--- src/rtl/sc_posjug2_control.sv ---
// ---------------------------------------------------------------------------
// sc_posjug2_control
//
// Player-2 position controller. Two raw active-low push buttons move a
// one-hot position left (toward the MSB) or right (toward the LSB). A button
// held down auto-repeats the move every POSJUG2_REPEAT+1 cycles. At the ends
// of the row a move is refused and reported instead of wrapping around.
//
// Ports
//   SC_POSJUG2_CLOCK_50        in   system clock, rising-edge active
//   SC_POSJUG2_RESET_InHigh    in   asynchronous reset, active high
//   SC_POSJUG2_left_InLow      in   raw move-left button, active low
//   SC_POSJUG2_right_InLow     in   raw move-right button, active low
//   SC_POSJUG2_enable_InHigh   in   game running; low inhibits movement
//   SC_POSJUG2_clear_InHigh    in   synchronous return to POSJUG2_INITPOS
//   SC_POSJUG2_OutBUS          out  registered one-hot position
//   SC_POSJUG2_step_OutHigh    out  one-cycle pulse when the position moves
//   SC_POSJUG2_blocked_OutHigh out  one-cycle pulse when a move is refused
// ---------------------------------------------------------------------------
module sc_posjug2_control #(
  parameter int                           POSJUG2_DATAWIDTH = 8,
  parameter logic [POSJUG2_DATAWIDTH-1:0] POSJUG2_INITPOS   = 8'b0001_0000,
  parameter logic [23:0]                  POSJUG2_REPEAT    = 24'd6_250_000
) (
  input  logic                         SC_POSJUG2_CLOCK_50,
  input  logic                         SC_POSJUG2_RESET_InHigh,
  input  logic                         SC_POSJUG2_left_InLow,
  input  logic                         SC_POSJUG2_right_InLow,
  input  logic                         SC_POSJUG2_enable_InHigh,
  input  logic                         SC_POSJUG2_clear_InHigh,
  output logic [POSJUG2_DATAWIDTH-1:0] SC_POSJUG2_OutBUS,
  output logic                         SC_POSJUG2_step_OutHigh,
  output logic                         SC_POSJUG2_blocked_OutHigh
);

  typedef enum logic [1:0] {
    IDLE = 2'd0,
    STEP = 2'd1,
    HOLD = 2'd2
  } stateT;

  localparam logic DIR_LEFT  = 1'b0;  // toward MSB
  localparam logic DIR_RIGHT = 1'b1;  // toward LSB

  // HOLD counts down from REPEAT-1 to 0 and then spends one more cycle
  // deciding, so together with STEP the repeat period is REPEAT+1 cycles.
  localparam logic [23:0] CNT_RELOAD = POSJUG2_REPEAT - 24'd1;

  // Bit 0 = left button, bit 1 = right button (raw, active low).
  logic [1:0] rawButtons;
  logic [1:0] syncStage1Reg;
  logic [1:0] syncStage2Reg;

  logic leftPress;
  logic rightPress;

  stateT                        stateReg;
  logic                         dirReg;
  logic [23:0]                  cntReg;
  logic [POSJUG2_DATAWIDTH-1:0] posReg;
  logic                         stepReg;
  logic                         blockedReg;

  logic                         atEdge;
  logic [POSJUG2_DATAWIDTH-1:0] shiftedPos;
  logic                         dirHeld;
  logic                         oppositeHeld;

  assign rawButtons = {SC_POSJUG2_right_InLow, SC_POSJUG2_left_InLow};

  // Two-flop synchronizer. Reset value is 1 so a button reads as released
  // until its real level has crossed both stages.
  always_ff @(posedge SC_POSJUG2_CLOCK_50 or posedge SC_POSJUG2_RESET_InHigh) begin
    if (SC_POSJUG2_RESET_InHigh) begin
      syncStage1Reg <= 2'b11;
      syncStage2Reg <= 2'b11;
    end else begin
      syncStage1Reg <= rawButtons;
      syncStage2Reg <= syncStage1Reg;
    end
  end

  assign leftPress  = ~syncStage2Reg[0];
  assign rightPress = ~syncStage2Reg[1];

  // Move evaluation for the current direction. A one-hot value at the end
  // bit in the direction of travel cannot move without wrapping.
  always_comb begin
    atEdge       = 1'b0;
    shiftedPos   = posReg;
    dirHeld      = 1'b0;
    oppositeHeld = 1'b0;
    if (dirReg == DIR_LEFT) begin
      atEdge       = posReg[POSJUG2_DATAWIDTH-1];
      shiftedPos   = posReg << 1;
      dirHeld      = leftPress;
      oppositeHeld = rightPress;
    end else begin
      atEdge       = posReg[0];
      shiftedPos   = posReg >> 1;
      dirHeld      = rightPress;
      oppositeHeld = leftPress;
    end
  end

  // Control FSM with registered position and pulse outputs.
  always_ff @(posedge SC_POSJUG2_CLOCK_50 or posedge SC_POSJUG2_RESET_InHigh) begin
    if (SC_POSJUG2_RESET_InHigh) begin
      stateReg   <= IDLE;
      dirReg     <= DIR_LEFT;
      cntReg     <= 24'd0;
      posReg     <= POSJUG2_INITPOS;
      stepReg    <= 1'b0;
      blockedReg <= 1'b0;
    end else begin
      stepReg    <= 1'b0;
      blockedReg <= 1'b0;
      if (SC_POSJUG2_clear_InHigh) begin
        // Clear overrides everything, including a move in flight.
        stateReg <= IDLE;
        cntReg   <= 24'd0;
        posReg   <= POSJUG2_INITPOS;
      end else begin
        case (stateReg)
          IDLE: begin
            if (SC_POSJUG2_enable_InHigh && leftPress && !rightPress) begin
              dirReg   <= DIR_LEFT;
              stateReg <= STEP;
            end else if (SC_POSJUG2_enable_InHigh && rightPress && !leftPress) begin
              dirReg   <= DIR_RIGHT;
              stateReg <= STEP;
            end
          end

          STEP: begin
            // The move always completes; a dropped enable only prevents
            // entering the repeat phase.
            if (atEdge) begin
              blockedReg <= 1'b1;
            end else begin
              posReg  <= shiftedPos;
              stepReg <= 1'b1;
            end
            cntReg   <= CNT_RELOAD;
            stateReg <= SC_POSJUG2_enable_InHigh ? HOLD : IDLE;
          end

          HOLD: begin
            if (!SC_POSJUG2_enable_InHigh || !dirHeld || oppositeHeld) begin
              stateReg <= IDLE;
            end else if (cntReg == 24'd0) begin
              stateReg <= STEP;
            end else begin
              cntReg <= cntReg - 24'd1;
            end
          end

          default: stateReg <= IDLE;
        endcase
      end
    end
  end

  assign SC_POSJUG2_OutBUS          = posReg;
  assign SC_POSJUG2_step_OutHigh    = stepReg;
  assign SC_POSJUG2_blocked_OutHigh = blockedReg;

endmodule

--- config.mk ---
export PLATFORM = sky130hd
export DESIGN_NAME = sc_posjug2_control
export DESIGN_NICKNAME = d
export VERILOG_FILES = /design/src/rtl/sc_posjug2_control.sv
export SDC_FILE = /design/constraint.sdc
export NUM_CORES = 1
export LEC_CHECK = 0
export ABC_AREA = 0
export ABC_CLOCK_PERIOD_IN_PS = 3000
export CAP_MARGIN = 0
export CORE_MARGIN = 5
export CORE_UTILIZATION = 58
export CTS_CLUSTER_DIAMETER = 150
export CTS_CLUSTER_SIZE = 8
export DETAILED_ROUTE_END_ITERATION = 8
export PLACE_DENSITY = 0.87
export REMOVE_ABC_BUFFERS = 1
export SLEW_MARGIN = 25
export SYNTH_ARGS = -nofsm -noshare
export SYNTH_HDL_FRONTEND = slang
export SYNTH_SLANG_ARGS = --single-unit
--- constraint.sdc ---
create_clock -name SC_POSJUG2_CLOCK_50 -period 3 [get_ports SC_POSJUG2_CLOCK_50]
set_input_delay 0.6 -clock SC_POSJUG2_CLOCK_50 [delete_from_list [all_inputs] [get_ports SC_POSJUG2_CLOCK_50]]
set_output_delay 0.6 -clock SC_POSJUG2_CLOCK_50 [all_outputs]
set_load 0.005 [all_outputs]
==> summary.md <==
| Metric | Value |
|---|---|
| GRT Total Usage | `0.2005` |
| Synth async-reset ratio | `1.000` |
| Post-CTS Hold Fix Bufs | `0` |
| Yosys reg bits | `between 40 and 50` |
| Commonest non-fill, non-tap cells in the layout | `dfrtp_1 (36), nand2_1 (21), a21oi_1 (18)` |
| Finished Core Util | `0.6935` |
| Critical path type | `flop to flop` |
| Final worst-path setup slack | `between 500 and 600 ps` |
| Vias per inst | `between 6 and 7` |
| Layout area overhead | `15.95%` |
| Routed Antenna Nets | `0` |
| Placeable Area | `~3600 um^2` |
| Xor/xnor cell area share of the yosys netlist | `0` |
| Leading cell type in the layout, fill and taps excluded | `dfrtp_1` |
| Post-Route Skew | `a little over 8 ps` |
| Clock transition at path regs | `80 ps` |
| Crit path arrival time | `around 2600 ps` |
| Post_cts resized | `0` |
| WL final | `~4800 um` |
| Cell taking the most area after synthesis | `dfrtp_1` |
| Crit-path slowest cell | `or4_1` |
| H-tree depth | `2` |
| First-pass GRT wire length | `between 8000 and 9000 um` |
| Post-synthesis adder-cell area fraction | `0.01151` |
| Layout cells sized above 1 | `0.1120` |
| Die Wd | `about 70 um` |
| Initial Utilization | `0.5981` |
| Worst Setup End Kind | `flop` |
| R2R depth | `6` |
| N_diodes | `0` |
| Worst-path cell chain | `or4_1 -> nor2_1 -> a31oi_2 -> buf_4 -> buf_4 -> a311oi_1` |
| TNS Setup | `0 ps` |
| Final Slew Violations | `0` |
| Post-synthesis mux area share | `0.03224` |
| CP startpoint kind | `flop` |
| Crit Reg-Reg Endpoint | `cntReg[22]` |
| Synth top area cells | `dfrtp_1 (41%), dfstp_2 (6.0%), a311oi_1 (4.4%)` |
| TritonCTS Buffers | `5` |
| Dpl hpwl | `around 3400 um` |
| Post CTS Setup Buffer Count | `0` |
| Post-synth cell types | `between 40 and 50` |
| WL per Instance | `between 15 and 20 um` |
| R2R Path Start | `cntReg[16]` |
| Cell Rows | `22` |
| Endpoints failing setup | `0` |
| DR pass1 iterations | `4` |
| Remaining DRCs | `0` |
| Avg Cell Area, Syn | `roughly 9.5 um^2` |
| Sequential share of the synthesized area | `0.4750` |
| Worst R2R Setup Slack | `560 ps` |
| Initial antenna violation count | `0` |
| Max Cap Viol | `0` |
| Crit path from | `cntReg[16]` |
| Largest net degree at the start of global routing | `28` |
| Combinational family with the most area after synthesis | `compound AO/OA/AOI/OAI gates` |
| Io pins | `16` |
| Mapped Area | `between 2000 and 2500 um^2` |
| TritonCTS clock tree | `built` |
| Die H | `between 70 and 80 um` |
| Critical Path RT | `3170 ps` |
| Fin. Hold Viols | `0` |
| Ys flop type | `dfrtp_1` |
| Post-synthesis cell count | `approximately 230` |
| Via count | `about 1900` |
| Path type of the worst min-delay path | `flop to flop` |
| Crit path top cell by count | `buf_4` |
| Post-Place Worst Slack | `615.3 ps` |
| CTS max path bufs | `2` |
| Remaining global-route overflow | `0` |
| DIE AREA | `approximately 5000 um^2` |
| Period utilisation layout | `0.8139` |
| RSZ-0062 raised after global routing | `false` |
| Leak pwr | `1.090 nW` |
| Crit Path Max Fanout | `13` |
| Simple-Gate Fraction of Synth Area | `0.2084` |
| Fmax | `roughly 410 MHz` |
| Worst-margin pin slew | `875.6 ps` |
| Worst setup path endpoint | `cntReg[22]` |
| Initial DRC Count | `180` |
| Clock Latency Late Sink | `300 ps` |
| Rel. slew slack | `0.4109` |
| Clk root buf | `clkbuf_8` |
| GPL Wtd Cong | `about 0.86` |
| Sink Count | `between 40 and 50` |
| Nets | `257` |
| Port bufs | `15` |
| Post-synth top area share | `0.4145` |
| VDD IR-drop max | `between 0.3 and 0.4 mV` |
| Synth warn | `0` |
| Vias in the first global route | `1716` |
| Post-synth EDFFs | `0` |
| Minimum clock period | `around 2400 ps` |
| Power Dens Cells | `526.1 nW/um^2` |
| Run status | `complete, no violations` |
| Compound-cell area share of the yosys netlist | `0.2349` |
| Worst path max stage delay | `around 650 ps` |
-- cell families (layout without fill, tap and decap cells) --
group	count (synthesis)	count (layout)
AOI/OAI and AO/OA	73	73
adders and majority gates	2	2
buffers and inverters	20	41
DFF	41	41
muxes	7	7
and+or+nand+nor	86	86
-- area by class of cell --
type,count,area [um^2]
Sequential cell,41,1032
Multi-Input combinational cell,168,1065
Inverter,8,30.03
Fill cell,271,1114
Clock buffer,6,72.57
Timing Repair Buffer,25,225.2
Tap cell,48,60.06
Clock inverter,2,35.03
-- registers in the layout, indices dropped and copies added, names as in the netlist --
signal / flops
cntReg: 24
SC_POSJUG2_OutBUS: 8
stateReg: 2
syncStage1Reg: 2
syncStage2Reg: 2
SC_POSJUG2_blocked_OutHigh: 1
SC_POSJUG2_step_OutHigh: 1
dirReg: 1
-- power by group --
group | switching, mW | internal (mW)
sequential | 0.0303 | 0.578
combinational | 0.183 | 0.103
clock | 0.184 | 0.247
total | 0.398 | 0.928
-- cells in the mapped netlist (all sizes together) (3+ instances only) --
library cell / instances
a21oi: 18
a22oi: 3
a311oi: 11
a32o: 4
a32oi: 3
buf: 7
clkbuf: 5
dfrtp: 36
dfstp: 5
inv: 8
mux2i: 7
nand2: 21
nand2b: 3
nand3: 7
nor2: 16
nor3: 13
nor3b: 4
nor4: 8
o211ai: 3
o21ai: 16
o31ai: 4
or4: 4
-- critical path, delay by kind of cell, from the launching register on --
family | cells | cell delay, ps
and+or+nand+nor | 2 | 1000
AOI/OAI and AO/OA | 2 | 490
DFF | 1 | 430
buffers and inverters | 2 | 390
-- stage by stage --
| stage | power, mW | hold slack, ps | cells | cell area (um^2) |
|---|---|---|---|---|
| 4_1_cts | 1.332 | 361.9 | 298 | 2520 |
| 5_1_grt | 1.393 | 367.2 | 298 | 2520 |
| 6_report | 1.326 | 358.2 | 298 | 2520 |
| 3_3_place_gp | 0.8875 | 346.1 | 290 | 2412 |
| 3_5_place_dp | 0.8989 | 351.4 | 290 | 2412 |
| 2_1_floorplan | 0.8135 | 345.2 | 217 | 2121 |
-- how the worst min path moves through the flow --
stage                      from          endpoint  cells after the start
6_report       syncStage1Reg[1]  syncStage2Reg[1]                      0
4_1_cts        syncStage1Reg[1]  syncStage2Reg[1]                      0
3_5_place_dp   syncStage1Reg[1]  syncStage2Reg[1]                      0
2_1_floorplan  syncStage1Reg[0]  syncStage2Reg[0]                      0
3_3_place_gp   syncStage1Reg[0]  syncStage2Reg[0]                      0
5_1_grt        syncStage1Reg[0]  syncStage2Reg[0]                      0
-- per-layer routing --
layer,vias up,share of wire,track usage
li1,922,-,-
met1,910,0.44,0.2703
met2,68,0.48,0.3051
met3,9,0.071,0.05610
met4,0,0.014,0.08351
met5,-,0,0
Power figures use the tool's default switching activity.
